[src/rtl/hex_seg_scan_driver.sv]
`default_nettype none
// ============================================================================
// Module      : hex_seg_scan_driver
// Description : Multi-digit hex-to-7-segment scan driver. The host fills a
//               shadow buffer and requests a commit. The shadow buffer is copied
//               to the display buffer only at a frame boundary, so the display
//               never tears. Supports leading-zero blanking, a blank input and
//               selectable output polarity.
// Revision    : 1.0 - initial release
// ============================================================================
module hex_seg_scan_driver #(
    parameter int DIGITS     = 4,
    parameter int SCAN_DIV   = 16,
    parameter int ACTIVE_LOW = 0,
    parameter int LZ_BLANK   = 1,
    localparam int c_aw      = $clog2(DIGITS)
) (
    input  logic              clk,
    input  logic              rst,
    input  logic              wr_en,
    input  logic [c_aw-1:0]   wr_addr,
    input  logic [3:0]        wr_data,
    input  logic              wr_dp,
    input  logic              commit,
    input  logic              blank,
    output logic              pending,
    output logic [6:0]        seg_out,
    output logic              dp_out,
    output logic [DIGITS-1:0] digit_en
);

    localparam int                c_dw       = (SCAN_DIV > 2) ? $clog2(SCAN_DIV) : 1;
    localparam logic [c_dw-1:0]   c_div_last = c_dw'(SCAN_DIV - 1);
    localparam logic [c_aw-1:0]   c_dig_last = c_aw'(DIGITS - 1);
    localparam logic [c_aw:0]     c_num_dig  = (c_aw + 1)'(DIGITS);
    localparam logic              c_pol      = (ACTIVE_LOW != 0);
    localparam logic              c_lz_on    = (LZ_BLANK != 0);
    localparam logic [DIGITS-1:0] c_en_one   = DIGITS'(1);

    logic [c_dw-1:0]   r_div_cnt;
    logic [c_aw-1:0]   r_dig_idx;
    logic [4:0]        r_shadow  [DIGITS];
    logic [4:0]        r_display [DIGITS];
    logic              r_pending;
    logic [6:0]        r_seg;
    logic              r_dp;
    logic [DIGITS-1:0] r_en;

    logic              w_tick;
    logic              w_frame_end;
    logic              w_apply;
    logic              w_wr_ok;
    logic [DIGITS-1:0] w_zero_tail;
    logic              w_dark;
    logic [4:0]        w_sel;

    // Seven-segment pattern {g,f,e,d,c,b,a} for a hex nibble, active-high.
    function automatic logic [6:0] hex_to_seg(input logic [3:0] nib);
        logic [6:0] seg;
        case (nib)
            4'h0: seg = 7'h3F;
            4'h1: seg = 7'h06;
            4'h2: seg = 7'h5B;
            4'h3: seg = 7'h4F;
            4'h4: seg = 7'h66;
            4'h5: seg = 7'h6D;
            4'h6: seg = 7'h7D;
            4'h7: seg = 7'h07;
            4'h8: seg = 7'h7F;
            4'h9: seg = 7'h6F;
            4'hA: seg = 7'h77;
            4'hB: seg = 7'h7C;
            4'hC: seg = 7'h39;
            4'hD: seg = 7'h5E;
            4'hE: seg = 7'h79;
            default: seg = 7'h71;
        endcase
        return seg;
    endfunction

    assign w_tick      = (r_div_cnt == c_div_last);
    assign w_frame_end = w_tick && (r_dig_idx == c_dig_last);
    assign w_apply     = w_frame_end && (r_pending || commit);
    assign w_wr_ok     = wr_en && ({1'b0, wr_addr} < c_num_dig);
    assign w_sel       = r_display[r_dig_idx];

    // Leading-zero detection: bit i set when digit i and every digit above it is empty.
    always_comb begin
        w_zero_tail = '0;
        w_zero_tail[DIGITS-1] = (r_display[DIGITS-1] == 5'd0);
        for (int i = DIGITS - 2; i >= 0; i--) begin
            w_zero_tail[i] = (r_display[i] == 5'd0) && w_zero_tail[i+1];
        end
        w_dark = c_lz_on && (r_dig_idx != '0) && w_zero_tail[r_dig_idx];
    end

    // Scan timing: per-digit dwell counter and the selected digit index.
    always_ff @(posedge clk) begin
        if (rst) begin
            r_div_cnt <= '0;
            r_dig_idx <= '0;
        end else begin
            if (w_tick) begin
                r_div_cnt <= '0;
                r_dig_idx <= (r_dig_idx == c_dig_last) ? '0 : r_dig_idx + 1'b1;
            end else begin
                r_div_cnt <= r_div_cnt + 1'b1;
            end
        end
    end

    // Host-side shadow buffer, written one digit per cycle.
    always_ff @(posedge clk) begin
        if (rst) begin
            for (int i = 0; i < DIGITS; i++) begin
                r_shadow[i] <= 5'd0;
            end
        end else if (w_wr_ok) begin
            r_shadow[wr_addr] <= {wr_dp, wr_data};
        end
    end

    // Commit handshake: latch the request, copy the shadow only at a frame boundary.
    // The copy reads the registered shadow, so a same-cycle write is not included.
    always_ff @(posedge clk) begin
        if (rst) begin
            r_pending <= 1'b0;
            for (int i = 0; i < DIGITS; i++) begin
                r_display[i] <= 5'd0;
            end
        end else begin
            if (commit) begin
                r_pending <= 1'b1;
            end
            if (w_apply) begin
                r_pending <= 1'b0;
                for (int i = 0; i < DIGITS; i++) begin
                    r_display[i] <= r_shadow[i];
                end
            end
        end
    end

    // Registered outputs for the digit selected this cycle, polarity applied last.
    always_ff @(posedge clk) begin
        if (rst) begin
            r_seg <= {7{c_pol}};
            r_dp  <= c_pol;
            r_en  <= {DIGITS{c_pol}};
        end else if (blank) begin
            r_seg <= {7{c_pol}};
            r_dp  <= c_pol;
            r_en  <= {DIGITS{c_pol}};
        end else begin
            r_seg <= (w_dark ? 7'h00 : hex_to_seg(w_sel[3:0])) ^ {7{c_pol}};
            r_dp  <= (w_dark ? 1'b0 : w_sel[4]) ^ c_pol;
            r_en  <= (c_en_one << r_dig_idx) ^ {DIGITS{c_pol}};
        end
    end

    assign pending  = r_pending;
    assign seg_out  = r_seg;
    assign dp_out   = r_dp;
    assign digit_en = r_en;

endmodule
`default_nettype wire

[config.mk]
export PLATFORM = sky130hd
export DESIGN_NAME = hex_seg_scan_driver
export DESIGN_NICKNAME = d
export VERILOG_FILES = /design/src/rtl/hex_seg_scan_driver.sv
export SDC_FILE = /design/constraint.sdc
export NUM_CORES = 1
export LEC_CHECK = 0
export ABC_AREA = 1
export CORE_MARGIN = 10
export CORE_UTILIZATION = 57
export DETAILED_ROUTE_END_ITERATION = 6
export GPL_ROUTABILITY_DRIVEN = 0
export PLACE_DENSITY = 0.85
export SLEW_MARGIN = 20
export SYNTH_ARGS = -nofsm -noshare
export SYNTH_HDL_FRONTEND = slang
export SYNTH_SLANG_ARGS = --single-unit
[constraint.sdc]
create_clock -name clk -period 1.9 [get_ports clk]
set_input_delay 0.19 -clock clk [delete_from_list [all_inputs] [get_ports clk]]
set_output_delay 0.19 -clock clk [all_outputs]
set_load 0.03 [all_outputs]
; ---- After elaboration in Yosys (flattened, before gate mapping)
; Memories as Yosys holds them, arrays and structs flattened. A register that Yosys moved wholly into a read port is not among the register bits.
; Cells that the tools add are included.
[totals]
wordCells = 55
regBits = 12
rom_bits = 112
n_memories = 3
output_inout_bits = 13
ramBits = 40
[mem_list]
columns = memory, depth, width, rd, rd_clocked_by_memory_dff, write_ports, line_no
row1 = (name not given), 16, 7, 1, 1, 0, 60  ; case (nib)
row2 = r_display, 4, 5, 5, 1, 4, 43  ; logic [4:0] r_display [DIGITS];
row3 = r_shadow, 4, 5, 4, 0, 4, 42  ; logic [4:0] r_shadow [DIGITS];
[op_classes]
shift = 1
muxes = 20
n_addsub = 2
n_bitwise = 4
n_reduce_logical = 17
eq_ne = 2
n_lt_le_gt_ge = 1
[ops]
columns = op, count
row1 = $mux 5, 5
row2 = $logic_not 5->1, 4
row3 = $mux 1, 10
row4 = $mux 2, 4
row5 = $logic_and 1x1->1, 6
row6 = $reduce_or 2->1, 3
row7 = $reduce_or 5->1, 1
row8 = $add 4x1->4 const B, 1
row9 = $eq 4x4->1 const B, 1
row10 = $or 1x1->1, 4
row11 = $shl 1x2->4 const A, 1
row12 = $lt 2x3->1 const B, 1
row13 = $reduce_or 3->1, 1
row14 = $add 2x1->2 const B, 1
row15 = $bmux 1 s2, 1
row16 = $eq 2x2->1 const B, 1
row17 = $reduce_bool 2->1, 1
row18 = $logic_or 1x1->1, 1

; ---- Logic depth before layout (Yosys ltp)
[logic_depth]
depth_word = 8
mapped_depth = 11
depth_no_buf = 11

; ---- Worst setup path before layout
; Ideal clock, no wire load.
[synth_path]
kind = reg2reg
startpoint = reg r_div_cnt[0]
endpoint = mem r_display[0][0] (enable)
path_stages_with_launch = 6
arrival_time_ns = 1.282
path_slack_ns = 0.241
t_required_ns = 1.523
setup_time_ns = 0.377
n_path_buf = 0
path_cell_list = dfxtp_1 ha_1 nand3_1 inv_1 nand3_1 nand2_1
[synth_lines]
columns = item, line_no
row1 = "start, declared", 40  ; logic [c_dw-1:0] r_div_cnt;
row2 = "start signal, assigned", 107  ; r_div_cnt <= r_div_cnt + 1'b1;
row3 = "end, declared", 43

==> key figures <==
Timing
  – Relative slew slack: 53.2%
  – Final period util: 89.8%
  – FMAX: 586 MHz
  – Final WS setup: 194 ps
  – Clk_skew: 8.92 ps
  – Slew @ Worst Pin: 696 ps
  – Finish-stage setup viols: 0
  – Setup TNS: 0 ps
  – Hold Worst Slack: 451 ps
  – RSZ-0062 raised after global routing: false
  – Final Hold Fails: 0
  – Max Slew Vio Count: 0
  – Fin crit period: 1710 ps

Power and ir drop
  – Leakage power: 0.00152 µW
  – Net switching power: 654 µW
  – Cell internal pwr: 2050 µW
  – Switching Fraction: 24.1%
  – Clock power frac: 34.7%
  – Comb pwr share: 9.7%
  – Power per cell area: 807 nW/µm²
  – Max IR drop VDD: 0.000595 V
  – Total power: 2710 µW
  – Reg power frac: 55.6%

Routing
  – Initial DRC Count: 76
  – Wire per inst: 11.4 µm
  – 1st-pass router iterations: 4
  – Via/cell ratio: 4.79
  – Post-route DRC: 0
  – Final wirelength: 4740 µm
  – DRT antenna net count: 0
  – Via Count: 1,997

Worst setup path
  – Critical path launch point type: flop
  – Critical path's largest stage delay: 350 ps
  – CP endpoint kind: flop
  – Most used cell, CP: nand2_1
  – Worst-path cell chain: buf_4, nand2_1, nand3_1, nand2_1, inv_1, ha_1, nand3b_2, nand3_1, nand2_1, nor2_2
  – FF-to-FF setup slack: 190 ps
  – Worst EP arrival: 1970 ps
  – Required time worst endpoint: 2170 ps
  – Largest delay contributor family on the critical path: simple AND/OR/NAND/NOR gates
  – Slowest cell on the critical path: dfxtp_2
  – Max FO, Critical Path: 8
  – WP buf/inv: 2
  – Worst setup path class: flop to flop

Placement
  – Post-DP HPWL: 3670 µm
  – Worst slack at placement: 98.6 ps
  – I/O Buffers: 24

Hold path
  – Hold Crit Class: flop to flop

Synthesis
  – Yosys warns: 0
  – Seq/Total Area, Yosys: 57.0%
  – Commonest register cell after synthesis: edfxtp_1
  – FF+latch count, synth: 61
  – Post-synth EDFFs: 40
  – Post-synth ARST share: 0%
  – Mapped Cells: 309
  – Syn Nets: 331
  – Avg Inst Size Synth: 9.20 µm²
  – Mapped Area: 2840 µm²
  – Yosys cell types: 29

Layout
  – Area occupied by multi-input gates: 976 µm²
  – Commonest cells after routing, fill and taps aside: nor2_1, nand2_1, inv_1
  – Area growth syn-to-layout: 17.9%
  – Fillers: 379
  – Final-stage net count: 367
  – Share of cells above drive strength 1: 13.1%
  – Final antenna diode count: 0
  – Commonest non-fill, non-tap cell in the layout: nor2_1
  – Sequential cell area: 1620 µm²

Clock tree
  – TritonCTS clock tree: yes
  – Cts bufs inserted: 9
  – CTS H-tree depth: 3
  – Clk sink count: 61
  – Clk_lat worst skew: 330 ps
  – CTS root buffer: clkbuf_8
  – Max clock buf depth: 2
  – Reg clk slew, reported paths: 70 ps

Floorplanning
  – DIE HEIGHT: 90.6 µm
  – Total Die Area: 8210 µm²
  – Io pins: 25
  – Initial Utilization: 59.4%
  – Die Span X: 90.6 µm
  – Core Region: 4790 µm²
  – # rows: 25

Status
  – Status: finished, final reports clean

GRT
  – Largest net degree at the start of global routing: 21
  – Vias in the first global route: 2,019
  – Grt ovf: 0
  – Global-route wire length before repair: 8390 µm
  – Initial antenna violation count: 0
  – GRT Resource Usage Total: 12.5%

Job
  – Max-Cap Viols: 0
[cells in the mapped netlist (2+ instances only)]
cell | instances | area share (%)
nand2_4 | 4 | 1.6
nor2_2 | 2 | 0.44
inv_2 | 3 | 0.40
a21oi_1 | 6 | 1.1
nand3_4 | 2 | 1.2
nand3_1 | 21 | 3.7
nand2_2 | 7 | 1.5
nand3b_1 | 2 | 0.53
nor2_1 | 58 | 7.7
nand4_1 | 2 | 0.44
nand2_1 | 54 | 7.1
nor3_1 | 6 | 1.1
dfxtp_1 | 21 | 15
ha_1 | 10 | 4.4
o21ai_0 | 4 | 0.70
inv_1 | 52 | 6.9
buf_4 | 3 | 0.79
a21oi_2 | 2 | 0.62
edfxtp_1 | 40 | 42
[path summary, 6_finish.rpt]
check,from,endpoint,depth (start not counted)
setup reg to reg,flop,seg_out[3]$_SDFF_PP0_,10
setup / recovery,flop,seg_out[3]$_SDFF_PP0_,10
hold / removal,r_div_cnt[0]$_SDFF_PP0_,r_div_cnt[0]$_SDFF_PP0_,1
hold reg to reg,r_div_cnt[0]$_SDFF_PP0_,r_div_cnt[0]$_SDFF_PP0_,1
[final cells by class]
class / count / share of cell area, %
multi-input combinational: 187 / 29.1
sequential: 61 / 48.5
clock inverter: 5 / 0.859
timing repair buffer: 30 / 8.88
clock buffer: 11 / 3.92
inverter: 56 / 6.27
tap: 67 / 2.50
[power groups by stage]
stage	combinational [µW]	sequential, µW	clock (µW)
after global routing	293	1510	1030
after global placement	257	1530	0
after floorplan	127	1570	0
after detailed placement	264	1540	0
final	262	1510	939
after CTS	265	1510	963
[routing by layer]
layer / global-route usage [%] / vias up / part of all wire, %
met3: 5.49 / 13 / 4.7
met1: 12.4 / 889 / 42
li1: - / 1047 / -
met5: 0 / - / 0
met2: 21.5 / 48 / 50
met4: 7.16 / 0 / 3.1
[flip-flops by register name, summed over array words and instances (netlist names), named ones only]
signal     cells
r_display     20
r_shadow      20
seg_out        7
digit_en       4
r_div_cnt      4
r_dig_idx      2
dp_out         1
pending        1
[logic make-up after synthesis]
logic type,synth area share [%]
AND/OR/NAND/NOR,26.3
buffers and inverters,8.71
adder cells (fa/ha/maj),4.40
AO/OA/AOI/OAI,2.91
flip-flops,57.0
XOR/XNOR,0.616
[metrics by stage]
| step | util, % | instance area, µm² | cells |
|---|---|---|---|
| after global routing | 70.0 | 3350 | 417 |
| final | 70.0 | 3350 | 417 |
| after detailed placement | 66.6 | 3190 | 401 |
| after floorplan | - | 2840 | 309 |
| after CTS | 69.9 | 3350 | 417 |
| after global placement | 66.6 | 3190 | 401 |
[what timing repair did]
action,4_1_cts,5_1_grt
gates resized for setup,0,3
setup buffers,0,0
hold buffers,0,0
endpoints found under the setup margin,0,4
No activity file was read; power rests on OpenSTA's default activity.
